==> src/rtl/regfile_wb_arbiter_if.sv <==
// -----------------------------------------------------------------------------
// regfile_wb_arbiter_if
// Bundles the signals between the writeback arbiter and its neighbours:
//   - requester side : req_valid / req_rd / req_data in, req_ready out
//   - register file  : reg_write / rd / reg_write_data out,
//                      rf_rs1_data / rf_rs2_data raw read data in
//   - decode side    : rs1 / rs2 read addresses in, rs1_data / rs2_data out
//   - statistics     : conflict_cnt out
// master modport : the surrounding pipeline (requesters, register file, decode)
// slave modport  : the arbiter itself
// -----------------------------------------------------------------------------
interface regfile_wb_arbiter_if #(
    parameter int NUM_REQ = 3,
    parameter int XLEN    = 32
);
    logic [NUM_REQ-1:0]      req_valid;
    logic [5*NUM_REQ-1:0]    req_rd;
    logic [XLEN*NUM_REQ-1:0] req_data;
    logic [NUM_REQ-1:0]      req_ready;

    logic                    reg_write;
    logic [4:0]              rd;
    logic [XLEN-1:0]         reg_write_data;

    logic [4:0]              rs1;
    logic [4:0]              rs2;
    logic [XLEN-1:0]         rf_rs1_data;
    logic [XLEN-1:0]         rf_rs2_data;
    logic [XLEN-1:0]         rs1_data;
    logic [XLEN-1:0]         rs2_data;

    logic [15:0]             conflict_cnt;

    modport master (
        output req_valid, req_rd, req_data, rs1, rs2, rf_rs1_data, rf_rs2_data,
        input  req_ready, reg_write, rd, reg_write_data, rs1_data, rs2_data,
               conflict_cnt
    );

    modport slave (
        input  req_valid, req_rd, req_data, rs1, rs2, rf_rs1_data, rf_rs2_data,
        output req_ready, reg_write, rd, reg_write_data, rs1_data, rs2_data,
               conflict_cnt
    );
endinterface

==> src/rtl/regfile_wb_arbiter.sv <==
// -----------------------------------------------------------------------------
// regfile_wb_arbiter
// Round-robin arbiter that merges NUM_REQ writeback sources (0=ALU, 1=MUL,
// 2=LSU by default) into the single register-file write port.  The winner is
// captured in one writeback stage register which drives the register file
// write one cycle later and also feeds a bypass path back to decode.
//
// Ports:
//   clk      : clock, rising-edge active
//   reset_n  : asynchronous, active-low reset
//   bus      : regfile_wb_arbiter_if.slave (requesters, register file write,
//              decode read bypass, conflict counter)
// -----------------------------------------------------------------------------
module regfile_wb_arbiter #(
    parameter int NUM_REQ = 3,
    parameter int XLEN    = 32
) (
    input  logic                clk,
    input  logic                reset_n,
    regfile_wb_arbiter_if.slave bus
);
    localparam int               IDX_W     = $clog2(NUM_REQ);
    // Resetting to the last requester makes requester 0 the first to win.
    localparam logic [IDX_W-1:0] LAST_RST  = IDX_W'(NUM_REQ - 1);
    localparam logic [IDX_W:0]   NUM_REQ_W = (IDX_W + 1)'(NUM_REQ);

    logic [IDX_W-1:0] last_grant_q, last_grant_d;
    logic             wb_valid_q, wb_valid_d;
    logic [4:0]       wb_rd_q, wb_rd_d;
    logic [XLEN-1:0]  wb_data_q, wb_data_d;
    logic [15:0]      conflict_cnt_q, conflict_cnt_d;

    logic [NUM_REQ-1:0] grant_oh;
    logic               grant_found;
    logic [IDX_W-1:0]   grant_idx;
    logic [IDX_W:0]     cand_sum;
    logic [IDX_W-1:0]   cand;
    logic [IDX_W:0]     vld_count;
    logic               wb_we;

    // Round-robin search starting just after the previous winner. The sum is
    // one bit wider than an index so the wrap can be done by one subtract.
    always_comb begin
        grant_oh    = '0;
        grant_found = 1'b0;
        grant_idx   = last_grant_q;
        cand_sum    = '0;
        cand        = '0;
        for (int k = 1; k <= NUM_REQ; k++) begin
            cand_sum = {1'b0, last_grant_q} + (IDX_W + 1)'(k);
            if (cand_sum >= NUM_REQ_W) begin
                cand_sum = cand_sum - NUM_REQ_W;
            end
            cand = cand_sum[IDX_W-1:0];
            if (!grant_found && bus.req_valid[cand]) begin
                grant_found    = 1'b1;
                grant_idx      = cand;
                grant_oh[cand] = 1'b1;
            end
        end
    end

    always_comb begin
        vld_count = '0;
        for (int i = 0; i < NUM_REQ; i++) begin
            vld_count = vld_count + (IDX_W + 1)'(bus.req_valid[i]);
        end
    end

    // Next-state for the writeback stage, arbitration pointer and counter.
    always_comb begin
        wb_valid_d = grant_found;
        wb_rd_d    = wb_rd_q;
        wb_data_d  = wb_data_q;
        for (int i = 0; i < NUM_REQ; i++) begin
            if (grant_oh[i]) begin
                wb_rd_d   = bus.req_rd[5*i +: 5];
                wb_data_d = bus.req_data[XLEN*i +: XLEN];
            end
        end

        last_grant_d = grant_found ? grant_idx : last_grant_q;

        conflict_cnt_d = conflict_cnt_q;
        if ((vld_count >= (IDX_W + 1)'(2)) && (conflict_cnt_q != 16'hFFFF)) begin
            conflict_cnt_d = conflict_cnt_q + 16'd1;
        end
    end

    // ---- writeback stage register ----
    always_ff @(posedge clk or negedge reset_n) begin
        if (!reset_n) begin
            wb_valid_q     <= 1'b0;
            wb_rd_q        <= 5'd0;
            wb_data_q      <= '0;
            last_grant_q   <= LAST_RST;
            conflict_cnt_q <= 16'd0;
        end else begin
            wb_valid_q     <= wb_valid_d;
            wb_rd_q        <= wb_rd_d;
            wb_data_q      <= wb_data_d;
            last_grant_q   <= last_grant_d;
            conflict_cnt_q <= conflict_cnt_d;
        end
    end

    // The search above is purely combinational, so it is masked while reset
    // is held to keep requesters from seeing a grant that cannot be taken.
    assign bus.req_ready = reset_n ? grant_oh : '0;

    // x0 writes are swallowed here and are never forwarded.
    assign wb_we              = wb_valid_q && (wb_rd_q != 5'd0);
    assign bus.reg_write      = wb_we;
    assign bus.rd             = wb_rd_q;
    assign bus.reg_write_data = wb_data_q;

    assign bus.rs1_data = (wb_we && (wb_rd_q == bus.rs1)) ? wb_data_q : bus.rf_rs1_data;
    assign bus.rs2_data = (wb_we && (wb_rd_q == bus.rs2)) ? wb_data_q : bus.rf_rs2_data;

    assign bus.conflict_cnt = conflict_cnt_q;
endmodule

==> src/flat_wrapper.sv <==
// flat-port wrapper written by rule: the top's interface ports become plain ports
module regfile_wb_arbiter_flat 
#(
    parameter int NUM_REQ = 3,
    parameter int XLEN    = 32
)
  (clk, reset_n, bus_req_valid, bus_req_rd, bus_req_data, bus_rs1, bus_rs2, bus_rf_rs1_data, bus_rf_rs2_data, bus_req_ready, bus_reg_write, bus_rd, bus_reg_write_data, bus_rs1_data, bus_rs2_data, bus_conflict_cnt);
  regfile_wb_arbiter_if #(.NUM_REQ(NUM_REQ), .XLEN(XLEN)) bus_i ();
  input  logic clk;
  input  logic reset_n;
  input wire logic [$bits(bus_i.req_valid)-1:0] bus_req_valid;
  input wire logic [$bits(bus_i.req_rd)-1:0] bus_req_rd;
  input wire logic [$bits(bus_i.req_data)-1:0] bus_req_data;
  input wire logic [$bits(bus_i.rs1)-1:0] bus_rs1;
  input wire logic [$bits(bus_i.rs2)-1:0] bus_rs2;
  input wire logic [$bits(bus_i.rf_rs1_data)-1:0] bus_rf_rs1_data;
  input wire logic [$bits(bus_i.rf_rs2_data)-1:0] bus_rf_rs2_data;
  output wire logic [$bits(bus_i.req_ready)-1:0] bus_req_ready;
  output wire logic [$bits(bus_i.reg_write)-1:0] bus_reg_write;
  output wire logic [$bits(bus_i.rd)-1:0] bus_rd;
  output wire logic [$bits(bus_i.reg_write_data)-1:0] bus_reg_write_data;
  output wire logic [$bits(bus_i.rs1_data)-1:0] bus_rs1_data;
  output wire logic [$bits(bus_i.rs2_data)-1:0] bus_rs2_data;
  output wire logic [$bits(bus_i.conflict_cnt)-1:0] bus_conflict_cnt;
  assign bus_i.req_valid = bus_req_valid;
  assign bus_i.req_rd = bus_req_rd;
  assign bus_i.req_data = bus_req_data;
  assign bus_i.rs1 = bus_rs1;
  assign bus_i.rs2 = bus_rs2;
  assign bus_i.rf_rs1_data = bus_rf_rs1_data;
  assign bus_i.rf_rs2_data = bus_rf_rs2_data;
  assign bus_req_ready = bus_i.req_ready;
  assign bus_reg_write = bus_i.reg_write;
  assign bus_rd = bus_i.rd;
  assign bus_reg_write_data = bus_i.reg_write_data;
  assign bus_rs1_data = bus_i.rs1_data;
  assign bus_rs2_data = bus_i.rs2_data;
  assign bus_conflict_cnt = bus_i.conflict_cnt;
  regfile_wb_arbiter #(.NUM_REQ(NUM_REQ), .XLEN(XLEN)) u_core (.clk(clk), .reset_n(reset_n), .bus(bus_i));
endmodule
==> config.mk <==
export PLATFORM = sky130hd
export DESIGN_NAME = regfile_wb_arbiter_flat
export DESIGN_NICKNAME = d
export VERILOG_FILES = /design/src/rtl/regfile_wb_arbiter_if.sv /design/src/rtl/regfile_wb_arbiter.sv /design/src/flat_wrapper.sv
export SDC_FILE = /design/constraint.sdc
export NUM_CORES = 1
export LEC_CHECK = 0
export CAP_MARGIN = 20
export CORE_MARGIN = 8
export CORE_UTILIZATION = 37
export DETAILED_ROUTE_END_ITERATION = 10
export PLACE_DENSITY = 0.92
export RECOVER_POWER = 25
export SLEW_MARGIN = 20
export SYNTH_ARGS = -nofsm -noshare
export SYNTH_HDL_FRONTEND = slang
export SYNTH_SLANG_ARGS = --single-unit
export TNS_END_PERCENT = 50
==> constraint.sdc <==
create_clock -name clk -period 3.8 [get_ports clk]
set_clock_uncertainty 0.2 [all_clocks]
set_input_delay 0.57 -clock clk [delete_from_list [all_inputs] [get_ports clk]]
set_output_delay 0.57 -clock clk [all_outputs]
set_load 0.01 [all_outputs]
==> summary.txt <==
Clk slew on worst S/H paths - 0.07 ns
Relative slew slack - 3.86%
Die Span X - 128 um
Commonest non-fill, non-tap cell in the layout - clkdlybuf4s50_1
Die H - 128 um
Sw Share - 43.0%
Core area - 12100 um^2
Non-filler cells, final - 889
Htree depth - 2
Power per Cell Area - 754 nW/um^2
Post-Syn Nets - 617
Filler cells - 911
Vias in the first global route - 5178
# clock sinks - 56
Peak supply drop - 0.501 mV
Mean Syn Cell Area - 11.0 um^2
Startpoint types - register
GRT Overall Usage - 25.3%
Min Clock Period, post-route - 3.79 ns
Final Cell Area - 8050 um^2
Row count - 40
Initial DRC Count - 349
Drt via density - 5.46
Clk root buf - clkbuf_16
Layout area overhead - 74.5%
Psw - 0.00261 W
GRT Residual Overflow - 0
Main synth FF type - dfrtp_1
Crit path cell chain - or4_1, o21ai_0, nor4_2, buf_4, mux2_2, clkdlybuf4s50_1
Outcome - complete, no violations
Post-Place Cell Area - 7890 um^2
Pin count of the biggest net entering global routing - 57
Post-Syn Instances - 419
CTS tree - built
Mapped Area - 4610 um^2
Worst hold-check path type - reg2reg
Antenna diode count - 0
Clk pwr share - 8.6%
Flop pwr share - 21.0%
# IOs - 311
Maximum clock insertion buffer count - 2
Setup_tns - 0 ns
Crit-path max FO - 19
Initial antenna violation count - 1
Critical Path Max Stage Delay - 0.58 ns
Post-synth EDFFs - 0
Util after Layout - 66.4%
FMAX - 0.264 GHz
# DRC - 0
Asr flop ratio synth - 100%
Library cells used by synthesis - 46
Clk_lat worst skew - 0.28 ns
Final Hold Viols - 0
CTS hold repair buffers - 0
Sequential element share of the synthesized area - 30.4%
Total Wirelength - 21300 um
WP data arrival - 3.02 ns
Max cap viols - 0
Setup CP Type - reg2out
Total CTS buffers - 5
Syn. warnings - 0
Die area - 16300 um^2
Slowest stage cell, crit path - clkdlybuf4s50_1
CP Capture Type - output port
Placer Congestion - 0.919
Worst slew pin tran - 1.44 ns
Static Leak - 3.04 nW
Final nets - 918
Post-synthesis register bit count - 56
Dpl cells - 881
Internal Power - 0.00346 W
RSZ-0062 raised after global routing - no
Commonest non-fill, non-tap cells in the layout - clkdlybuf4s50_1 (304), mux2_2 (67), dfrtp_1 (55), nand2_1 (44), or3_1 (37)
Critical path required time - 3.03 ns
Final ANT Viol Nets - 0
DRT Pass-1 Iters - 6
Drt wl/cell - 24.0 um
Routed vias - 4857
Gate power share - 70.4%
Share of layout cells above drive strength 1 - 23.0%
Final Slew Violations - 0
# port buffers - 310
Post-CTS Setup Inserts - 0
Starting Density - 38.1%
DPL Wire Length - 17000 um
Global-route wire length before repair - 32000 um
Final setup fails - 0
Final Cycle Share - 99.8%
-- final timing paths --
| path | from | endpoint | slack [ns] | cells after the start |
|---|---|---|---|---|
| worst max-delay path | u_core.bus.rd[0] | bus_rs1_data[19] | 0.006 | 6 |
| worst min-delay path | u_core.bus.conflict_cnt[10] | u_core.bus.conflict_cnt[10] | 0.34 | 1 |
| worst max register to register | u_core.last_grant_q[1] | u_core.bus.reg_write_data[0] | 0.50 | 8 |
| worst min register to register | u_core.bus.conflict_cnt[10] | u_core.bus.conflict_cnt[10] | 0.34 | 1 |
| max in group asynchronous | reset_n | u_core.bus.reg_write_data[14] | 1.93 | 2 |
| min in group asynchronous | reset_n | u_core.wb_valid_q | 0.62 | 2 |
-- through the flow --
stage               total power, W  hold slack [ns]  setup WS, ns
floorplan                  0.00399           0.0744         0.402
global placement           0.00539            0.279        0.0803
detailed placement         0.00556            0.321        0.0416
CTS                        0.00610            0.303        0.0563
global route               0.00643            0.352        0.0127
finish                     0.00607            0.337       0.00584
-- what timing repair did --
item                       CTS  global route
resized for setup            4             2
setup endpoints to repair    3             1
hold endpoints to repair     0             0
-- critical path, delay by kind of cell, from the launching register on --
family / cells / cell delay (ns)
AOI/OAI and AO/OA: 1 / 0.45
buffers and inverters: 2 / 0.84
and+or+nand+nor: 2 / 0.72
muxes: 1 / 0.26
DFF: 1 / 0.45
-- flip-flops by register name, summed over array words and instances (netlist names) --
name and flops:
u_core.bus.rd 5, u_core.last_grant_q 2, u_core.wb_valid_q 1, u_core.bus.reg_write_data 32
u_core.bus.conflict_cnt 16
-- power groups by stage --
stage	clock network, W	registers (W)	logic [W]
6_report	0.000521	0.00128	0.00427
5_1_grt	0.000565	0.00132	0.00455
3_5_place_dp	0	0.00128	0.00429
3_3_place_gp	0	0.00126	0.00413
2_1_floorplan	0	0.00129	0.00270
4_1_cts	0.000533	0.00127	0.00429
-- Yosys cell counts (2+ instances only) --
cell type  instances  area (um^2)
a21oi_1            4         20.0
a22o_1             2         17.5
a2bb2oi_1          7         61.3
a2bb2oi_2         30          450
and2_1             4         25.0
and3_1             4         25.0
buf_2             12         60.1
buf_4              5         37.5
buf_6             11          124
clkbuf_1           7         26.3
dfrtp_1           55         1380
ha_1               8          100
inv_1              8         30.0
mux2_2            67          754
mux2i_1            2         20.0
nand2_1           44          165
nand2b_1           2         12.5
nand3_1            8         40.0
nand4_1            5         31.3
nor2_1             7         26.3
nor2b_1            2         12.5
nor3_1             2         10.0
nor4_1             3         18.8
o21ai_0            2         10.0
o21ai_1            2         10.0
o221ai_1           9         78.8
o221ai_2          29          435
or3_1             37          231
xnor2_1           16          140
xor2_1             9         78.8
-- layer usage --
layer  GRT usage [%]  part of all wire, %  routed length (um)  up-vias
li1                -                    -                   -     2201
met1            28.5                   38                8100     2379
met2            45.9                   51               11000      231
met3            6.49                  7.5                1590       44
met4            7.41                  3.0                 630        2
met5               0                0.061                  13        -
-- final cells by class --
class	instances	area [um^2]	area share [%]
sequential	56	1400	17.4
inverter	8	30.0	0.373
timing repair buffer	329	3250	40.4
multi-input combinational	320	2980	37.1
tap	168	210	2.61
clock buffer	5	125	1.55
clock inverter	3	42.5	0.529
-- cell families after synthesis --
family / synth area share, %
compound gates: 25.0
xor+xnor: 4.75
fa+ha+maj: 2.17
buf+inv: 6.02
flops: 30.4
mux: 17.1
simple gates: 14.5
(Power assumes the default switching activity.)
